`src/rtl/tx_route_tagger.sv`:
```
// tx_route_tagger: TX-side route lookup stage.
// Each accepted descriptor drives one route_table read. The registered
// result is attached to the descriptor, which is then presented downstream.
// Invalid table entries are either dropped or forwarded with a default route
// and the miss flag set. Hit/miss lookups are counted with saturating counters.
module tx_route_tagger #(
  parameter int          INDEX_BITS    = 8,
  parameter int          META_BITS     = 64,
  parameter bit          DROP_MISS     = 1'b1,
  parameter logic [13:0] DEFAULT_ROUTE = 14'h0,
  parameter int          CNT_BITS      = 32
) (
  input  logic                  aclk,
  input  logic                  areset,
  input  logic                  s_req_valid,
  output logic                  s_req_ready,
  input  logic [INDEX_BITS-1:0] s_req_index,
  input  logic [META_BITS-1:0]  s_req_meta,
  output logic                  rt_rd_en,
  output logic [INDEX_BITS-1:0] rt_rd_index,
  input  logic [13:0]           rt_rd_route_id,
  input  logic                  rt_rd_valid,
  output logic                  m_valid,
  input  logic                  m_ready,
  output logic [INDEX_BITS-1:0] m_index,
  output logic [META_BITS-1:0]  m_meta,
  output logic [13:0]           m_route_id,
  output logic [3:0]            m_receiver_id,
  output logic                  m_miss,
  output logic [CNT_BITS-1:0]   stat_hit_cnt,
  output logic [CNT_BITS-1:0]   stat_miss_cnt
);

  typedef enum logic [1:0] {
    IDLE   = 2'd0,
    LOOKUP = 2'd1,
    OUT    = 2'd2
  } state_t;

  localparam logic [CNT_BITS-1:0] CNT_ONE = CNT_BITS'(1);

  state_t                state_reg;
  logic [INDEX_BITS-1:0] index_reg;
  logic [META_BITS-1:0]  meta_reg;
  logic [13:0]           route_reg;
  logic                  miss_reg;
  logic                  valid_reg;
  logic [CNT_BITS-1:0]   hit_cnt_reg;
  logic [CNT_BITS-1:0]   miss_cnt_reg;
  logic                  accept;

  // Ready when idle, or when the held output is being taken this cycle.
  always_comb begin
    s_req_ready = 1'b0;
    if (state_reg == IDLE) begin
      s_req_ready = 1'b1;
    end else if (state_reg == OUT) begin
      s_req_ready = m_ready;
    end
  end

  assign accept        = s_req_valid & s_req_ready;
  // The table read is launched in the accept cycle itself so its registered
  // result is available in LOOKUP; otherwise the captured index is parked.
  assign rt_rd_en      = accept;
  assign rt_rd_index   = accept ? s_req_index : index_reg;

  assign m_valid       = valid_reg;
  assign m_index       = index_reg;
  assign m_meta        = meta_reg;
  assign m_route_id    = route_reg;
  assign m_miss        = miss_reg;
  assign m_receiver_id = route_reg[5:2];
  assign stat_hit_cnt  = hit_cnt_reg;
  assign stat_miss_cnt = miss_cnt_reg;

  // Lookup FSM with registered descriptor outputs and saturating statistics.
  always_ff @(posedge aclk) begin
    if (areset) begin
      state_reg    <= IDLE;
      index_reg    <= '0;
      meta_reg     <= '0;
      route_reg    <= '0;
      miss_reg     <= 1'b0;
      valid_reg    <= 1'b0;
      hit_cnt_reg  <= '0;
      miss_cnt_reg <= '0;
    end else begin
      case (state_reg)
        IDLE: begin
          if (s_req_valid) begin
            index_reg <= s_req_index;
            meta_reg  <= s_req_meta;
            state_reg <= LOOKUP;
          end
        end
        LOOKUP: begin
          if (rt_rd_valid) begin
            route_reg <= rt_rd_route_id;
            miss_reg  <= 1'b0;
            valid_reg <= 1'b1;
            state_reg <= OUT;
            if (hit_cnt_reg != '1) begin
              hit_cnt_reg <= hit_cnt_reg + CNT_ONE;
            end
          end else begin
            if (miss_cnt_reg != '1) begin
              miss_cnt_reg <= miss_cnt_reg + CNT_ONE;
            end
            if (DROP_MISS) begin
              state_reg <= IDLE;
            end else begin
              route_reg <= DEFAULT_ROUTE;
              miss_reg  <= 1'b1;
              valid_reg <= 1'b1;
              state_reg <= OUT;
            end
          end
        end
        OUT: begin
          if (m_ready) begin
            valid_reg <= 1'b0;
            if (s_req_valid) begin
              // Outgoing descriptor transfers on this same edge, so the
              // output registers can take the next descriptor immediately.
              index_reg <= s_req_index;
              meta_reg  <= s_req_meta;
              state_reg <= LOOKUP;
            end else begin
              state_reg <= IDLE;
            end
          end
        end
        default: begin
          state_reg <= IDLE;
        end
      endcase
    end
  end

endmodule

```
`config.mk`:
```
export PLATFORM = sky130hd
export DESIGN_NAME = tx_route_tagger
export DESIGN_NICKNAME = d
export VERILOG_FILES = /design/src/rtl/tx_route_tagger.sv
export SDC_FILE = /design/constraint.sdc
export NUM_CORES = 1
export LEC_CHECK = 0
export ABC_AREA = 1
export CORE_MARGIN = 2
export CORE_UTILIZATION = 46
export DETAILED_ROUTE_END_ITERATION = 8
export PLACE_DENSITY_LB_ADDON = 0.15
export SLEW_MARGIN = 20
export SYNTH_ARGS = -nofsm -noshare
export SYNTH_HDL_FRONTEND = slang
export SYNTH_SLANG_ARGS = --single-unit
export TNS_END_PERCENT = 20
```
`constraint.sdc`:
```
create_clock -name aclk -period 2 [get_ports aclk]
set_input_delay 0.3 -clock aclk [delete_from_list [all_inputs] [get_ports aclk]]
set_output_delay 0.3 -clock aclk [all_outputs]
set_load 0.01 [all_outputs]
```
Word-level counts from Yosys, hierarchy flattened:

Cells that the tools add are included.
W data, S select, Z words.

* mux-type cells: 17
* eq/ne operators: 7
* reduce and logical (&&, ||, !) cells: 9
* bitwise logic cells: 2
* shift-type cells: 0
* multipliers: 0
* order comparisons: 0
* add/subtract/negate cells: 2
* div/mod/pow operators: 0

Operators with widths (number)
* $mux W64: 2
* $pmux W64 S2: 1
* $add A32 B1 Y32 const B: 2
* $ne A32 B32 Y1 const B: 2
* $mux W8: 3
* $pmux W8 S2: 1
* $reduce_and A3 Y1: 3
* $mux W2: 3
* $ne A2 B2 Y1 const B: 3
* $pmux W2 S3: 1
* $reduce_and A2 Y1: 3
* $mux W1: 5
* $reduce_bool A2 Y1: 2
* $eq A2 B1 Y1 const B: 1
* $eq A2 B2 Y1 const B: 1
* $logic_not A2 Y1: 1
* $pmux W1 S2: 1
* $and A1 B1 Y1: 1
* $not A1 Y1: 1

* output and inout port bits: 166
* memory bits (read-only): 0
* register bits: 153
* memory bits (writable): 0
* bits of input ports: 91
* logic and storage cells: 44
* memories: 0
* latch bits: 0

Depth between registers and ports, before layout:

* depth in word-level cells: 5
* gate-level depth with buffers: 11
* mapped depth without buffers: 11

Least setup slack after synthesis:

No wires, ideal clock.

* path type: register to register
* from: register miss_cnt_reg[0], in the netlist stat_miss_cnt[0]
* to: register miss_cnt_reg[13], in the netlist stat_miss_cnt[13]
* data arrival time: 1.621 ns
* cell stages (with the launch flop): 12
* buffers on the path: 1
* clock period less this slack: 1.762 ns
* setup time: 0.140 ns
* slack: 0.238 ns
* cell sequence: dfxtp_1 ha_1 nand2_1 nor2_4 nand2_2 nor2_4 nand2_2 nand2_4 inv_2 buf_6 nand2_1 a21oi_2

* cells in the longest elaborated chain, start to end: 2

RTL lines
* from (decl): RTL line 49 `logic [CNT_BITS-1:0] miss_cnt_reg;`
* from (signal assigned): RTL line 108 `miss_cnt_reg <= miss_cnt_reg + CNT_ONE;`
* branches (longest 2 deep; another with $add A32 B1 Y32)

Parallel ways; which one is timed is not known.
A chain may end at the register's enable or synchronous reset.

Final worst setup path:

* from: input port m_ready
* to: output port rt_rd_index[1]

* cells in the longest elaborated chain, start to end: 4

RTL lines
* from (decl): RTL line 24 `input logic m_ready,`
* $mux W1: RTL line 57 `end else if (state_reg == OUT) begin`
* $mux W1: RTL line 55 `if (state_reg == IDLE) begin`
* $and A1 B1 Y1: RTL line 62 `assign accept = s_req_valid & s_req_ready;`
* $mux W8: RTL line 66 `assign rt_rd_index = accept ? s_req_index : index_reg;`
* to (decl): RTL line 20 `output logic [INDEX_BITS-1:0] rt_rd_index,`

Every way passes these cells.

==> out/qor.json <==
{
  "yosys": {
    "synthXorXnorAreaFrac_pct": 3.231,
    "ys_dominant_reg_cell": "sky130_fd_sc_hd__dfxtp_1",
    "synth_nets": 1195,
    "synth.area.mux_share_pct": 0,
    "mappedNetlistArea_sq_um": 7320,
    "synth_top_cell_area_share_pct": 41.85,
    "synth.top_cells.by_count": "sky130_fd_sc_hd__nand2_1, sky130_fd_sc_hd__dfxtp_1, sky130_fd_sc_hd__nor2_1",
    "postSynthCellCount": 1102,
    "yosys.cell_count.top_type": "sky130_fd_sc_hd__nand2_1",
    "synth_seq_area_share_pct": 41.85,
    "syn_avg_cell_area_sq_um": 6.642,
    "synth_compound_area_share_pct": 9.880,
    "synth.ff_latch_count": 153,
    "synth-edff-count": 0,
    "synth.yosys.warnings": 0,
    "synth_top_family_by_area": "simple AND/OR/NAND/NOR gates",
    "synthDistinctLibCells": 28,
    "yosysTopAreaCell": "sky130_fd_sc_hd__dfxtp_1",
    "synth-simple-area-share_pct": 36.80,
    "synthTopCellsByArea": "sky130_fd_sc_hd__dfxtp_1, sky130_fd_sc_hd__nand2_1, sky130_fd_sc_hd__nor2_1",
    "synth_fa_ha_area_share_pct": 0.3419,
    "ys_async_sr_fraction_pct": 0
  },
  "layout": {
    "area.growth.synth_to_final_pct": 47.71,
    "multiInputGateArea_sq_um": 3736,
    "final_nets": 1469,
    "largest_register_ff_count": 64,
    "seq_area_sq_um": 3065,
    "drive_gt1_share_pct": 11.16,
    "finish.instance_area_sq_um": 10810,
    "fillCellCount": 1362,
    "antenna-diode-count": 0
  },
  "grt": {
    "wire_length_of_the_first_global_routing_pass_mm": 37.16,
    "antenna_found_initial": 0,
    "grt.met3_usage_pct": 11.64,
    "grt_most_used_layer": "met2",
    "globalRoute.totalOverflow": 0,
    "grt.total_usage_pct": 28.18,
    "grt_max_degree": 129,
    "grt_use_met2_pct": 45.09,
    "groute.layer.met1.usage_pct": 33.36,
    "grt_pass1_vias": 7317
  },
  "floorplanning": {
    "floorplan_core_area_sq_um": 15710,
    "die_h_microns": 130.1,
    "die_x_microns": 130.1,
    "number_of_standard_cell_rows_in_the_floorplan": 46,
    "fp.dieArea_sq_um": 16940,
    "initial_core_util_pct": 46.58,
    "ios": 257
  },
  "worst_setup_path": {
    "crit_type": "in2out",
    "rrSetupSlack_ns": 0.20,
    "critical_path.reg2reg.endpoint": "m_meta[39]$_SDFFE_PP0P_",
    "biggest_fanout_along_the_worst_timing_path": 4,
    "critPathArrivalTime_ns": 1.77,
    "worstRegToRegCells": 9,
    "reg2reg_from": "state_reg[0]$_SDFFE_PP0P_",
    "crit_path_end_kind": "primary output",
    "worst_ep_required_time_ns": 1.70,
    "crit_path_start_kind": "input pin"
  },
  "power_and_ir_drop": {
    "power.sequential.fraction_pct": 44.2,
    "clock_power_share_pct": 43.2,
    "share_comb_of_total_power_pct": 12.6,
    "power_switching_share_pct": 26.02,
    "internal-power_uw": 5379,
    "post-layout-total-power_uw": 7270,
    "maximum_vdd_drop_v": 0.0005910,
    "netSwitchingPower_uw": 1891,
    "power_density_nw_per_um2": 672.4,
    "static-leakage-power_uw": 0.003916
  },
  "route": {
    "drt_iter0_markers": 505,
    "vias": 7872,
    "post_route_ant_nets": 0,
    "detail_route.first_pass.iterations": 6,
    "wirelength_mm": 23.49,
    "wl_per_cell_microns": 14.63,
    "drc": 0,
    "via_per_inst": 4.905
  },
  "timing": {
    "max_slew_margin_pct": 51.44,
    "period_minus_slack_ns": 2.065,
    "finalHoldWorstSlack_ns": 0.09847,
    "hold_violations": 0,
    "worst-slew-pin-transition_ns": 0.7276,
    "finalCritPeriodShare_pct": 103.3,
    "setup_viol": 4,
    "finalMaxSlewViolations": 0,
    "timing.fmax_ghz": 0.4841,
    "rsz0062_at_grt": "yes",
    "worst_slack_ns": -0.06548,
    "fin_skew_ns": 0.008961
  },
  "clocking": {
    "tritoncts.num_buffers": 17,
    "cts_hold_repair.buffers": 0,
    "clock_sinks": 153,
    "ctsRootBufferMaster": "sky130_fd_sc_hd__clkbuf_16",
    "clock_tree.buffer_depth": 2,
    "cts_tree": "yes",
    "clock_tree.htree_level_count": 4,
    "cts.reportedPaths.clkPinSlew_ns": 0.06,
    "worst_skew_pair.late_latency_ns": 0.43
  },
  "place": {
    "dp.final_hpwl_mm": 16.96,
    "postPlaceCellArea_sq_um": 10190,
    "port_buffers": 255,
    "globalplace.congestion": 0.9064
  },
  "outcome": {
    "outcome": "complete, but fails checks",
    "violations": "negative setup slack"
  },
  "job": {
    "max-cap-violations": 0
  },
  "min_path": {
    "worstHoldStart": "areset",
    "timing.hold.worst_path_depth": 2,
    "hold_path.class": "in2reg",
    "hold_path_end": "stat_hit_cnt[4]$_SDFFE_PP0P_"
  }
}
==> power by group through the flow <==
stage | Combinational (uW) | Sequential (uW) | Clock [uW]
2_1_floorplan | 332 | 3330 | 0
3_3_place_gp | 906 | 3270 | 0
3_5_place_dp | 909 | 3280 | 0
4_1_cts | 919 | 3210 | 3190
5_1_grt | 1000 | 3220 | 3320
6_report | 919 | 3210 | 3140
==> what timing repair did <==
action                     4_1_cts  5_1_grt
setup buffers                    5        0
pin swaps                        4        4
cloned                           1        0
resized for setup               59        6
setup endpoints to repair       10        9
==> worst max-delay path by stage <==
stage / from / end / slack [ns] / cells past startpoint
floorplan: stat_miss_cnt[0]$_SDFFE_PP0P_ / stat_miss_cnt[13]$_SDFFE_PP0P_ / 0.24 / 11
global placement: m_ready / rt_rd_index[2] / -0.39 / 9
detailed placement: m_ready / rt_rd_index[1] / -0.46 / 9
CTS: state_reg[1]$_SDFFE_PP0P_ / rt_rd_index[1] / -0.18 / 9
global route: state_reg[0]$_SDFFE_PP0P_ / rt_rd_index[1] / -0.13 / 8
finish: m_ready / rt_rd_index[1] / -0.07 / 9
==> per-layer routing <==
| metal | up-vias | wire length (microns) |
|---|---|---|
| li1 | 3991 | - |
| met1 | 3546 | 9374 |
| met2 | 285 | 11080 |
| met3 | 50 | 2292 |
| met4 | 0 | 743 |
| met5 | - | 0 |
==> cell usage in the layout (no fill, tap or decap), drive strengths merged <==
cell,instances
a21oi,119
clkdlybuf4s50,245
nand4,11
dfxtp,153
bufinv,1
conb,1
nand2,429
ha,2
nor2,159
xnor2,12
o21ai,12
clkinvlp,3
o21a,1
or2,8
clkinv,6
and2,2
nand3,43
clkbuf,17
buf,62
nor3,15
inv,73
xor2,15
==> area by class of cell <==
type | instances | share of cell area, %
repair buffers | 307 | 26.93
multi-input cells | 829 | 34.56
clock buffers | 17 | 3.935
clock inverters | 15 | 1.308
inverters | 67 | 2.349
flip-flops and latches | 153 | 28.35
repair inverters | 1 | 0.06944
well taps | 216 | 2.500
==> worst max-delay path, stage by stage <==
cell and delay [ns]:
sky130_fd_sc_hd__clkdlybuf4s50_1 0.46, sky130_fd_sc_hd__nor3_4 0.23, sky130_fd_sc_hd__nor2_4 0.06, sky130_fd_sc_hd__nand2_4 0.11, sky130_fd_sc_hd__clkinvlp_4 0.13, sky130_fd_sc_hd__or2_4 0.24
sky130_fd_sc_hd__inv_2 0.07, sky130_fd_sc_hd__nor2_2 0.03, sky130_fd_sc_hd__buf_2 0.13
==> logic make-up after synthesis <==
group	Yosys count
AOI/OAI and AO/OA	132
xor gates and xnor gates	27
adders and majority gates	2
buffers and inverters	120
DFF	153
other	1
and+or+nand+nor	667
==> stage by stage <==
step	utilization, %	setup TNS (ns)	cells	setup slack (ns)
final	68.81	-0.1809	1605	-0.06548
after global routing	68.81	-0.6755	1605	-0.1321
after CTS	68.69	-0.7572	1605	-0.1771
after detailed placement	64.87	-21.63	1568	-0.4624
after global placement	64.87	-18.05	1568	-0.3917
after floorplan	-	0	1102	0.2385
Note: power is estimated with default switching activity, not from simulation.
